File: src/rtl/sig_test_sequencer.sv
// Signature-test sequencer: drives two reset/sweep/capture phases (one per
// seed) around the external scrambler/adder/rotator/accumulator datapath and
// reports whether both captured signatures match their expected values.
module sig_test_sequencer #(
    parameter int RESET_CYCLES = 5
) (
    input  logic        clk,
    input  logic        reset,
    input  logic        start,
    input  logic        abort,
    input  logic [7:0]  seed_a,
    input  logic [7:0]  seed_b,
    input  logic [15:0] expected_a,
    input  logic [15:0] expected_b,
    input  logic [15:0] acc_value,
    output logic        dut_reset,
    output logic [7:0]  seed_out,
    output logic [7:0]  stimulus,
    output logic        acc_clear,
    output logic        acc_en,
    output logic        busy,
    output logic        done,
    output logic        pass,
    output logic [15:0] sig_a,
    output logic [15:0] sig_b
);

    typedef enum logic [2:0] {
        IDLE,
        DUT_RST,
        RUN,
        CAPTURE,
        DONE
    } state_t;

    // Reset counter is loaded with N-1 so DUT_RST lasts exactly N cycles.
    localparam logic [3:0] RST_LOAD = 4'(RESET_CYCLES - 1);

    state_t     state;
    logic       phase;
    logic [3:0] rst_cnt;
    logic       match_a;
    logic       match_b;

    // Sequencer FSM; every output is a register updated with its next state.
    always_ff @(posedge clk) begin
        if (reset) begin
            state     <= IDLE;
            phase     <= 1'b0;
            rst_cnt   <= 4'd0;
            match_a   <= 1'b0;
            match_b   <= 1'b0;
            dut_reset <= 1'b1;
            seed_out  <= 8'h00;
            stimulus  <= 8'h00;
            acc_clear <= 1'b0;
            acc_en    <= 1'b0;
            busy      <= 1'b0;
            done      <= 1'b0;
            pass      <= 1'b0;
            sig_a     <= 16'h0000;
            sig_b     <= 16'h0000;
        end else if (abort && (state == DUT_RST || state == RUN || state == CAPTURE)) begin
            // Abort keeps captured signatures but never reports success.
            state     <= IDLE;
            dut_reset <= 1'b1;
            stimulus  <= 8'h00;
            acc_clear <= 1'b0;
            acc_en    <= 1'b0;
            busy      <= 1'b0;
            done      <= 1'b0;
            pass      <= 1'b0;
        end else begin
            case (state)
                IDLE: begin
                    dut_reset <= 1'b1;
                    stimulus  <= 8'h00;
                    acc_clear <= 1'b0;
                    acc_en    <= 1'b0;
                    busy      <= 1'b0;
                    done      <= 1'b0;
                    if (start) begin
                        state     <= DUT_RST;
                        phase     <= 1'b0;
                        rst_cnt   <= RST_LOAD;
                        match_a   <= 1'b0;
                        match_b   <= 1'b0;
                        pass      <= 1'b0;
                        sig_a     <= 16'h0000;
                        sig_b     <= 16'h0000;
                        seed_out  <= seed_a;
                        acc_clear <= 1'b1;
                        busy      <= 1'b1;
                    end
                end
                DUT_RST: begin
                    if (rst_cnt == 4'd0) begin
                        state     <= RUN;
                        dut_reset <= 1'b0;
                        acc_clear <= 1'b0;
                        acc_en    <= 1'b1;
                    end else begin
                        rst_cnt <= rst_cnt - 4'd1;
                    end
                end
                RUN: begin
                    // Accumulator loads on the same edge the counter steps.
                    stimulus <= stimulus + 8'd1;
                    if (stimulus == 8'hFE) begin
                        state  <= CAPTURE;
                        acc_en <= 1'b0;
                    end
                end
                CAPTURE: begin
                    stimulus <= 8'h00;
                    if (!phase) begin
                        sig_a     <= acc_value;
                        match_a   <= (acc_value == expected_a);
                        phase     <= 1'b1;
                        seed_out  <= seed_b;
                        rst_cnt   <= RST_LOAD;
                        dut_reset <= 1'b1;
                        acc_clear <= 1'b1;
                        state     <= DUT_RST;
                    end else begin
                        sig_b     <= acc_value;
                        match_b   <= (acc_value == expected_b);
                        pass      <= match_a & (acc_value == expected_b);
                        dut_reset <= 1'b1;
                        busy      <= 1'b0;
                        done      <= 1'b1;
                        state     <= DONE;
                    end
                end
                DONE: begin
                    done  <= 1'b0;
                    state <= IDLE;
                end
                default: begin
                    state     <= IDLE;
                    dut_reset <= 1'b1;
                    stimulus  <= 8'h00;
                    acc_clear <= 1'b0;
                    acc_en    <= 1'b0;
                    busy      <= 1'b0;
                    done      <= 1'b0;
                end
            endcase
        end
    end

endmodule

File: config.mk
export PLATFORM = sky130hd
export DESIGN_NAME = sig_test_sequencer
export DESIGN_NICKNAME = d
export VERILOG_FILES = /design/src/rtl/sig_test_sequencer.sv
export SDC_FILE = /design/constraint.sdc
export NUM_CORES = 1
export LEC_CHECK = 0
export BUFFER_PORTS_ARGS = -buffer_cell sky130_fd_sc_hd__buf_2
export CORE_ASPECT_RATIO = 0.5
export CORE_MARGIN = 3
export CORE_UTILIZATION = 40
export DETAILED_ROUTE_END_ITERATION = 8
export PLACE_DENSITY_LB_ADDON = 0.25
export SLEW_MARGIN = 30
export SYNTH_ARGS = -nofsm -noshare
export SYNTH_HDL_FRONTEND = slang
export SYNTH_SLANG_ARGS = --single-unit
File: constraint.sdc
create_clock -name clk -period 4.6 [get_ports clk]
set_input_delay 0.23 -clock clk [delete_from_list [all_inputs] [get_ports clk]]
set_output_delay 0.23 -clock clk [all_outputs]
set_load 0.03 [all_outputs]
* Word-level counts from Yosys, hierarchy flattened
Cells that the tools add are included.
** Storage, ports and cells
- Bits of input ports :: 68
- Register bits :: 63
- Output and inout port bits :: 54
** Operators by class
- $add $sub $neg :: 2
- Equal/unequal tests :: 13
- Mux-type cells :: 36
- Bitwise logic cells :: 6
- Reduce and logical (&&, ||, !) cells :: 24
** Operator list (count)
- $pmux W16 S2 :: 2
- $mux W16 :: 3
- $eq A16 B16 Y1 :: 2
- $pmux W8 S2 :: 2
- $mux W8 :: 2
- $reduce_and A3 Y1 :: 5
- $mux W3 :: 4
- $mux W4 :: 3
- $pmux W3 S4 :: 1
- $pmux W4 S3 :: 1
- $mux W1 :: 10
- $pmux W1 S2 :: 5
- $reduce_or A2 Y1 :: 5
- $add A8 B1 Y8 const B :: 1
- $eq A8 B8 Y1 const B :: 1
- $ne A2 B2 Y1 const B :: 4
- $reduce_and A4 Y1 :: 2
- $eq A3 B2 Y1 const B :: 2
- $pmux W1 S3 :: 2
- $reduce_and A2 Y1 :: 3
- $not A1 Y1 :: 5
- $reduce_and A5 Y1 :: 1
- $logic_not A4 Y1 :: 1
- $ne A2 B1 Y1 const B :: 2
- 11 further kinds :: 12

* Longest topological paths before layout
- Word-level depth :: 6
- Gate-level depth with buffers :: 7
- Gate-level depth less buffers :: 6

* Worst setup path before layout
No wires, ideal clock.
- Path kind :: reg-to-reg
- Start point :: register state[0]
- End point :: register rst_cnt[0]
- Setup slack :: 3.026 ns
- Stages on the path, launching flop included :: 6
- Data arrival time :: 1.457 ns
- Clock period less this slack :: 1.574 ns
- Data required time :: 4.483 ns
- Cell sequence :: dfxtp_1 > or3b_1 > buf_6 > o21a_4 > a211o_1 > a32o_1
** Between the ends
- Cells in the longest elaborated chain, start to end :: 6
- Elaborated cells on any way between the ends :: 14
- Classes of those cells :: eq/ne: 6; mux: 1; bitwise: 1; reduce/logical: 6
** Ends and longest elaborated chain
- from (decl) :: line 39 : state_t state;
- from (signal assigned) :: line 48 : state <= IDLE;
- from (signal assigned) :: line 65 : state <= IDLE;
- from (signal assigned) :: line 83 : state <= DUT_RST;
- $eq A3 B1 Y1 or $eq A3 B2 Y1 (tied branches) :: line 63, 74
- $logic_or A1 B1 Y1 (2 in a row) :: line 63 : end else if (abort && (state == DUT_RST || state == RUN || state == CAPTURE)) begin
- $logic_and A1 B1 Y1 :: line 63
- $not A1 Y1 (no line)
- $reduce_and A5 Y1 (no line)
- to (signal assigned) :: line 103 : rst_cnt <= rst_cnt - 4'd1;
- to (decl) :: line 41 : logic [3:0] rst_cnt;
Several ways; a longest one is shown, not always the timed one.
A chain may end at the register's enable or synchronous reset.

* Worst setup path after layout
- Start point :: register state[0]
- End point :: register sig_a[8]
** Between the ends
- Cells in the longest elaborated chain, start to end :: 6
- Elaborated cells on any way between the ends :: 13
- Classes of those cells :: eq/ne: 5; mux: 1; bitwise: 1; reduce/logical: 6
** Ends and longest elaborated chain
- $eq A3 B1 Y1 or $eq A3 B2 Y1 (tied branches) :: line 63
- $logic_or A1 B1 Y1 (2 in a row) :: line 63
- $logic_and A1 B1 Y1 :: line 63
- $not A1 Y1 (no line)
- $reduce_and A4 Y1 (no line)
- to (signal assigned) :: line 117 : sig_a <= acc_value;
- to (decl) :: line 24 : output logic [15:0] sig_a,
Several ways; a longest one is shown, not always the timed one.

==> impl_metrics.py <==
metrics = {
    "sta": {
        "final_tns_setup_ps": 0,
        "finalClockSkew_ps": 5.506,
        "finalHoldViolations": 0,
        "timing.max_slew.rel_slack_pct": 41.31,
        "slew_violations": 0,
        "timing.final.crit_period_ps": 2289,
        "setup-violations-final": 0,
        "unrepaired_setup_endpoints_after_global_routing": "no",
        "max_freq_mhz": 436.9,
        "max_slew.worst_pin.slew_ps": 880.4,
        "final.period_utilization_pct": 49.75,
    },
    "critical_path": {
        "crit_type": "reg2reg",
        "r2r.worst_path.cells": 4,
        "critical-path-max-stage-delay_ps": 730,
        "slowest_stage": "sky130_fd_sc_hd__a21oi_4",
        "end_kind": "register",
        "timing.critical_path.arrival_ps": 2540,
        "critical_path.max_fanout": 32,
        "r2r_startpoint": "state[0]",
        "cp_data_required_time_ps": 4850,
        "ff2ff_setup_slack_ps": 2310,
        "critical_path_startpoint_category": "register",
        "crit_path_cell_trace": "or3b_1 > a21oi_4 > nand3_1 > a21oi_1",
        "crit-reg2reg-capture": "sig_a[8]",
    },
    "final_layout": {
        "most_common_cell_after_layout_fill_and_taps_aside": "sky130_fd_sc_hd__buf_2",
        "antenna-diode-count": 0,
        "layout.nets": 566,
        "area_delta_synth_final_pct": 28.92,
        "layout.filler_cells": 736,
        "drive_gt1_share_pct": 30.20,
        "leading_cell_types_in_the_layout_fill_and_taps_excluded": "sky130_fd_sc_hd__buf_2, sky130_fd_sc_hd__dfxtp_1, sky130_fd_sc_hd__nand2_1, sky130_fd_sc_hd__a21oi_1, sky130_fd_sc_hd__nand3_1",
        "fin_area_um2": 4189,
    },
    "status": {
        "outcome": "finished, final reports clean",
    },
    "worst_hold_path": {
        "worst_hold_path.endpoint": "sig_b[6]",
        "worst_hold_class": "in2reg",
        "hold_path_depth": 3,
        "worstHoldStart": "acc_value[6]",
    },
    "placed_design": {
        "dp_hpwl_um": 6661,
        "post_dp_cell_area_um2": 3867,
        "gp_congestion": 0.8161,
        "place.port_buffers": 121,
    },
    "clock_tree": {
        "cts_tree": "yes",
        "clock-sinks": 63,
        "cts-root-to-sink-buffers": 2,
        "clockRootBuffer": "sky130_fd_sc_hd__clkbuf_16",
        "clkSlewWorstSetupHoldPaths_ps": 50,
        "tritoncts.num_buffers": 9,
        "post_cts.resized_instances": 0,
        "cts_hold_buf": 0,
        "h_tree_level_count": 3,
        "cts.repair_timing.setup_buffer_count": 0,
        "clkLatencyLatePin_ps": 330,
    },
    "synth": {
        "synth_warnings": 0,
        "postSynthAreaPerCell_um2": 8.310,
        "synth_area_um2": 3249,
        "ys_async_sr_fraction_pct": 0,
        "post_synth_inst_count": 391,
        "sequential_to_total_area_share_from_yosys_stat_pct": 38.81,
        "synth.lib_cells_used.distinct": 56,
        "synth_enable_flop_cells": 0,
        "postSynthNetCount": 462,
        "synth_flop_cell": "sky130_fd_sc_hd__dfxtp_1",
        "postSynthRegisterBits": 63,
    },
    "power_and_ir_drop": {
        "finalPower_mw": 1.654,
        "peakVddDrop_uv": 187.2,
        "p_leak_nw": 1.694,
        "p_switching_mw": 0.4900,
        "internal_portion_of_total_power_mw": 1.164,
        "power_density_nw_per_um2": 394.9,
        "power.sequential.fraction_pct": 36.4,
        "comb_power_share_pct": 19.5,
        "power_frac_clock_pct": 44.0,
        "switching_share_pct": 29.62,
    },
    "job": {
        "drv.max_cap_violation_count": 0,
    },
    "floorplanning": {
        "num_io_pins": 122,
        "total_die_area_um2": 9307,
        "core-area_um2": 7597,
        "die_y_um": 69.73,
        "num_rows": 22,
        "initial_utilization_pct": 42.77,
        "dieWidth_um": 133.5,
    },
    "routing": {
        "route.detailed.vias_per_inst": 5.308,
        "detailedRoute.firstPassIterationCount": 4,
        "drtIter0Drc": 210,
        "route.final.wire_length_um": 9319,
        "drtAntennaViolNets": 0,
        "num_vias": 3227,
        "post_drt_wl_per_cell_um": 15.33,
        "remaining_drc_errors": 0,
    },
    "global_route": {
        "track_usage_pct": 20.37,
        "grt_pass1_vias": 3028,
        "grt_pass1_wl_um": 15200,
        "grt_remaining_overflow": 0,
        "grt_max_degree": 48,
        "grt_antenna_before_repair": 0,
    },
}
-- worst max-delay path: cells and delay by family, from the launching register on --
kind | cells | cell delay (ps)
compound gates | 2 | 900
flops | 1 | 490
simple gates | 2 | 810
-- final cells by class --
cell class	count	area (um^2)	share of cell area [%]
Timing Repair Buffer	122	613.1	14.64
Clock buffer	9	225.2	5.376
Inverter	9	33.78	0.8065
Sequential cell	63	1261	30.11
Tap cell	108	135.1	3.226
Clock inverter	7	96.34	2.300
Multi-Input combinational cell	290	1824	43.55
-- metrics by stage --
stage / hold slack (ps) / worst slack, ps / util (%) / std cells
2_1_floorplan: 377.5 / 3026 / - / 391
3_3_place_gp: 439.9 / 2392 / 50.79 / 592
3_5_place_dp: 444.7 / 2341 / 50.91 / 592
4_1_cts: 188.0 / 2324 / 55.14 / 608
5_1_grt: 197.9 / 2065 / 55.14 / 608
6_report: 200.5 / 2311 / 55.14 / 608
-- layer usage --
layer  GRT usage (%)  wire length (um)  vias to the layer above
met4           6.613               165                        0
met5               0                 0                        -
li1                -                 -                     1615
met2           32.58              4507                      121
met1           25.18              3977                     1474
met3           8.116               669                       17
-- how the worst max path moves through the flow --
stage | start | to | slack [ps]
finish | state[0] | sig_a[8] | 2310
global route | state[1] | sig_a[8] | 2060
CTS | state[0] | sig_a[8] | 2320
detailed placement | state[0] | seed_out[3] | 2340
global placement | state[1] | match_a | 2390
floorplan | state[0] | rst_cnt[0] | 3030
-- power groups by stage --
stage                     combinational (mW)  sequential [mW]  clock, mW
final                                  0.323            0.602      0.728
after CTS                              0.326            0.602      0.746
after global placement                 0.321            0.614          0
after global routing                   0.355            0.608      0.769
after detailed placement               0.325            0.613          0
after floorplan                        0.209            0.638          0
-- state kept, by name, summed over array words and instances (netlist names) --
signal	flops
seed_out	8
acc_clear	1
acc_en	1
dut_reset	1
done	1
match_a	1
busy	1
sig_b	16
rst_cnt	4
sig_a	16
pass	1
phase	1
stimulus	8
state	3
-- Yosys cell counts (all sizes together), types with 2 or more instances --
| master | n | share of area, % |
|---|---|---|
| a211o | 3 | 0.81 |
| a211oi | 11 | 2.5 |
| a21bo | 2 | 0.62 |
| a21o | 7 | 1.6 |
| a21oi | 48 | 8.1 |
| a31oi | 4 | 0.77 |
| a32o | 3 | 0.96 |
| and3 | 2 | 0.38 |
| buf | 15 | 2.8 |
| clkbuf | 14 | 1.7 |
| dfxtp | 63 | 39 |
| ha | 3 | 1.2 |
| inv | 9 | 1.0 |
| mux2i | 8 | 2.5 |
| nand2 | 46 | 5.3 |
| nand2b | 2 | 0.38 |
| nand3 | 40 | 6.2 |
| nand3b | 2 | 0.46 |
| nand4 | 10 | 1.9 |
| nor2 | 17 | 2.0 |
| nor2b | 2 | 0.38 |
| nor3 | 9 | 1.4 |
| nor3b | 2 | 0.46 |
| nor4 | 2 | 0.58 |
| o211ai | 4 | 0.92 |
| o21ai | 5 | 0.77 |
| o31ai | 3 | 0.69 |
| or3b | 2 | 0.54 |
| or4 | 3 | 0.69 |
| xnor2 | 33 | 8.9 |
-- cells by family (layout without fill, tap and decap cells) --
kind of cell               after synthesis  count (layout)  synth area share (%)
buffers and inverters                   38             147                 5.506
and+or+nand+nor                        146             146                 22.45
muxes                                    8               8                 2.464
adders and majority gates                3               3                 1.155
DFF                                     63              63                 38.81
AOI/OAI and AO/OA                       99              99                 20.45
xor gates and xnor gates                34              34                 9.165
Power figures use the tool's default switching activity.
